[src/rtl/imm_ext_arbiter.sv]
// Two-requester immediate-extension arbiter with a single-entry result register.
// Decode stage (req0) and debug unit (req1) compete for the extender; ties
// alternate with the requester that was not served last, so neither starves.
// The result slot refills in the same cycle it drains, sustaining one result
// per cycle.
//
// state | meaning
// ------+--------------------------------------------------
// EMPTY | no pending result, o_valid low, slot free
// FULL  | o_result holds an unconsumed result, o_valid high
module imm_ext_arbiter #(
    parameter int NBITS = 32
) (
    input  logic             i_clk,
    input  logic             i_rst,
    input  logic             i_req0_valid,
    input  logic [15:0]      i_req0_imm,
    input  logic [1:0]       i_req0_mode,
    output logic             o_req0_ready,
    input  logic             i_req1_valid,
    input  logic [15:0]      i_req1_imm,
    input  logic [1:0]       i_req1_mode,
    output logic             o_req1_ready,
    output logic             o_valid,
    output logic [NBITS-1:0] o_result,
    output logic             o_grant_id,
    input  logic             i_ready
);

    typedef enum logic {
        EMPTY = 1'b0,
        FULL  = 1'b1
    } state_t;

    state_t            state_q;
    logic              last_served_q;
    logic [NBITS-1:0]  result_q;
    logic              grant_id_q;

    logic              slot_free;
    logic              grant_any;
    logic              grant_sel;
    logic              accept;
    logic [15:0]       sel_imm;
    logic [1:0]        sel_mode;

    // Mode 10 places the immediate in bits [31:16] regardless of NBITS;
    // anything above bit 31 stays zero.
    function automatic logic [NBITS-1:0] ext(input logic [15:0] imm,
                                             input logic [1:0]  mode);
        logic [NBITS-1:0] r;
        r = '0;
        case (mode)
            2'b00:   r = {{(NBITS-16){imm[15]}}, imm};
            2'b01:   r[15:0] = imm;
            2'b10:   r[31:16] = imm;
            default: r = '0;
        endcase
        return r;
    endfunction

    // Arbitration: single requester wins outright, a tie goes to whoever was not served last.
    always_comb begin
        slot_free = (state_q == EMPTY) | i_ready;
        grant_any = i_req0_valid | i_req1_valid;
        if (i_req0_valid && i_req1_valid) begin
            grant_sel = ~last_served_q;
        end else begin
            grant_sel = i_req1_valid;
        end
        // Readies are held low during reset so no request can slip in.
        accept       = grant_any & slot_free & ~i_rst;
        o_req0_ready = accept & ~grant_sel;
        o_req1_ready = accept & grant_sel;
        sel_imm      = grant_sel ? i_req1_imm  : i_req0_imm;
        sel_mode     = grant_sel ? i_req1_mode : i_req0_mode;
    end

    // Output FSM: load on accept, drain to EMPTY when consumed with nothing new.
    always_ff @(posedge i_clk) begin
        if (i_rst) begin
            state_q       <= EMPTY;
            result_q      <= '0;
            grant_id_q    <= 1'b0;
            last_served_q <= 1'b1;
        end else if (accept) begin
            state_q       <= FULL;
            result_q      <= ext(sel_imm, sel_mode);
            grant_id_q    <= grant_sel;
            last_served_q <= grant_sel;
        end else if ((state_q == FULL) && i_ready) begin
            state_q       <= EMPTY;
        end
    end

    assign o_valid    = (state_q == FULL);
    assign o_result   = result_q;
    assign o_grant_id = grant_id_q;

endmodule

[config.mk]
export PLATFORM = sky130hd
export DESIGN_NAME = imm_ext_arbiter
export DESIGN_NICKNAME = d
export VERILOG_FILES = /design/src/rtl/imm_ext_arbiter.sv
export SDC_FILE = /design/constraint.sdc
export NUM_CORES = 1
export LEC_CHECK = 0
export CAP_MARGIN = 20
export CORE_MARGIN = 2
export CORE_UTILIZATION = 30
export DETAILED_ROUTE_END_ITERATION = 8
export SETUP_SLACK_MARGIN = 0.4
export SLEW_MARGIN = 5
export SYNTH_ARGS = -nofsm -noshare
export SYNTH_HDL_FRONTEND = slang
export SYNTH_SLANG_ARGS = --single-unit
[constraint.sdc]
create_clock -name i_clk -period 2.7 [get_ports i_clk]
set_input_delay 0.27 -clock i_clk [delete_from_list [all_inputs] [get_ports i_clk]]
set_output_delay 0.27 -clock i_clk [all_outputs]
set_load 0.05 [all_outputs]
==> results.cfg <==
[layout]
drive_gt1_frac = 0.173
nets = 313
diodes = 0
syn2layout_area_growth_pct = 45.5

[detailed_routing]
wl_per_cell_um = 15.5
first_iter_violations = 98
antenna_left = 0
wl_mm = 5.45
viasPerCell = 4.76
drc = 0
vias = 1674
dr.pass1.iters = 4

[logic_synthesis]
ys_warn_count = 0
yosysSeqAreaShare = 0.342
synth_area_per_cell_um2 = 10.4
synthesis.area_um2 = 2050
ys_ff_latch = 35
synth.net_count = 237
synth_cell_type_count = 21
synth_cells = 196

[floorplanning]
row_count = 30
io_pins = 77
dieArea_um2 = 7500
initial_core_util = 0.306
fp.dieW_um = 86.6
die_h_um = 86.6
coreArea_um2 = 6680

[setup_path]
worstSetupStartpointType = input pin
r2r_slack_ns = 1.02
crit_path_start = i_req0_valid
critPathMaxFanout = 4
arrival_ns = 1.84
worst_setup_path_end_kind = primary output
r2r_cells = 4
endpoint = o_req0_ready
r2r-start = o_valid$_SDFFE_PP0P_
criticalPathCategory = input pin to primary output
r2r_end = o_result[11]$_SDFFE_PP0P_
critPathRequiredTime_ns = 2.43

[cts]
path_clk_slew_ns = 0.08
cts_tree = yes
cts_resized = 0
cts_sinks = 35
postCtsHoldBufs = 0
h-tree-depth = 2
cts_buffer_depth = 2
cts_root_buf = clkbuf_8
cts_made_buffers = 5
clkLatencyLatePin_ns = 0.29
postCtsSetupBuffers = 0

[grt]
grt_pass1_wl_mm = 8.74
grt_pass1_vias = 1705
grt-ovfl-total = 0
grt_max_degree = 21
grt_antenna_before_repair = 0
track_usage = 0.150

[timing]
fin_ws_ns = 0.587
maxSlewViolCount = 0
fmax_mhz = 473
max_slew_margin = 0.639
finalCritPeriodShare = 0.783
fin_skew_ns = 0.00933
rsz0062_at_grt = false
setup_tns_ns = 0
finalSetupViolCount = 0
fin_crit_ns = 2.11
tightestPinTransition_ns = 0.540
hold_viol = 0

[flow_run]
maxCapViolations = 0

[run_status]
status = finished, final reports clean

[pwr]
power_density_nw_per_um2 = 491
p_leak_nw = 1.05
vdd_ir_drop_max_mv = 0.343

[place]
dp_hpwl_mm = 3.93
pre_cts_slack_ns = 0.584
portBuffers = 76
routabilityCongestion = 0.710

[min_path]
hp-class = register to register
## synthesized netlist by cell type (all sizes together)
library cell / number / area, um^2
o22a: 1 / 8.76
inv: 33 / 124
or3: 1 / 6.26
o22ai: 2 / 12.5
a21boi: 1 / 7.51
buf: 12 / 106
dfxtp: 35 / 701
clkbuf: 3 / 15.0
mux2: 2 / 30.0
nor2b: 3 / 18.8
nor3: 1 / 5.00
nand2: 2 / 7.51
nand2b: 30 / 188
mux2i: 32 / 320
o21bai: 3 / 22.5
nor2: 4 / 15.0
o32ai: 31 / 459
## per-stage QoR
step	total power, W	utilization	cell area, um^2	hold slack [ns]	std cells
2_1_floorplan	0.000913	-	2050	0.342	196
6_report	0.00146	0.446	2980	0.458	352
3_3_place_gp	0.00109	0.433	2890	0.445	345
4_1_cts	0.00148	0.446	2980	0.459	352
3_5_place_dp	0.00109	0.433	2890	0.447	345
5_1_grt	0.00154	0.446	2980	0.470	352
## worst min-delay path by stage
stage	startpoint	depth (start not counted)	end	slack [ns]
6_report	o_result[14]$_SDFFE_PP0P_	2	o_result[14]$_SDFFE_PP0P_	0.46
3_5_place_dp	o_result[14]$_SDFFE_PP0P_	2	o_result[14]$_SDFFE_PP0P_	0.45
4_1_cts	o_result[14]$_SDFFE_PP0P_	2	o_result[14]$_SDFFE_PP0P_	0.46
5_1_grt	o_result[14]$_SDFFE_PP0P_	2	o_result[14]$_SDFFE_PP0P_	0.47
2_1_floorplan	i_rst	1	o_valid$_SDFFE_PP0P_	0.34
3_3_place_gp	o_result[14]$_SDFFE_PP0P_	2	o_result[14]$_SDFFE_PP0P_	0.44
## final cells by class
class	count	area, um^2
Clock buffer	6	82.6
Clock inverter	1	5.00
Fill cell	642	3700
Inverter	33	124
Multi-Input combinational cell	113	1120
Sequential cell	35	701
Tap cell	80	100
Timing Repair Buffer	84	841
## critical path: stages
cell	delay, ns
clkdlybuf4s50_1	0.57
nor2_1	0.11
or3_2	0.49
nor2_1	0.22
buf_12	0.17
## kinds of logic (layout without fill, tap and decap cells)
| logic type | after synthesis | count (layout) | synth area share |
|---|---|---|---|
| mux | 34 | 34 | 0.171 |
| buf+inv | 48 | 124 | 0.120 |
| simple gates | 41 | 41 | 0.117 |
| flops | 35 | 35 | 0.342 |
| compound gates | 38 | 38 | 0.249 |
## cells in the final DEF, fill, tap and decap left out
cell	instances
buf_12	2
nor2_1	4
clkinv_2	1
dfxtp_1	35
a21boi_4	1
nor2b_1	3
buf_4	8
o21bai_4	1
o32ai_2	25
o32ai_1	6
o22ai_1	2
mux2i_1	32
clkdlybuf4s50_1	74
clkbuf_8	6
or3_2	1
nand2b_1	30
mux2_4	2
o22a_1	1
nor3_1	1
inv_1	33
o21bai_1	2
nand2_1	2
## layer usage
metal  GRT usage  part of all wire
met1       0.196              0.46
met2       0.242              0.48
met3      0.0429             0.053
met4      0.0398            0.0077
met5           0                 0
## where the power goes
part	switching, W	internal [W]
combinational	0.000288	0.000215
sequential	0.0000202	0.000552
clock	0.000187	0.000200
## registers in the layout, indices dropped and copies added, names as in the netlist
name / cells
o_grant_id: 1
last_served_q: 1
o_valid: 1
o_result: 32
Note: power is estimated with default switching activity, not from simulation.
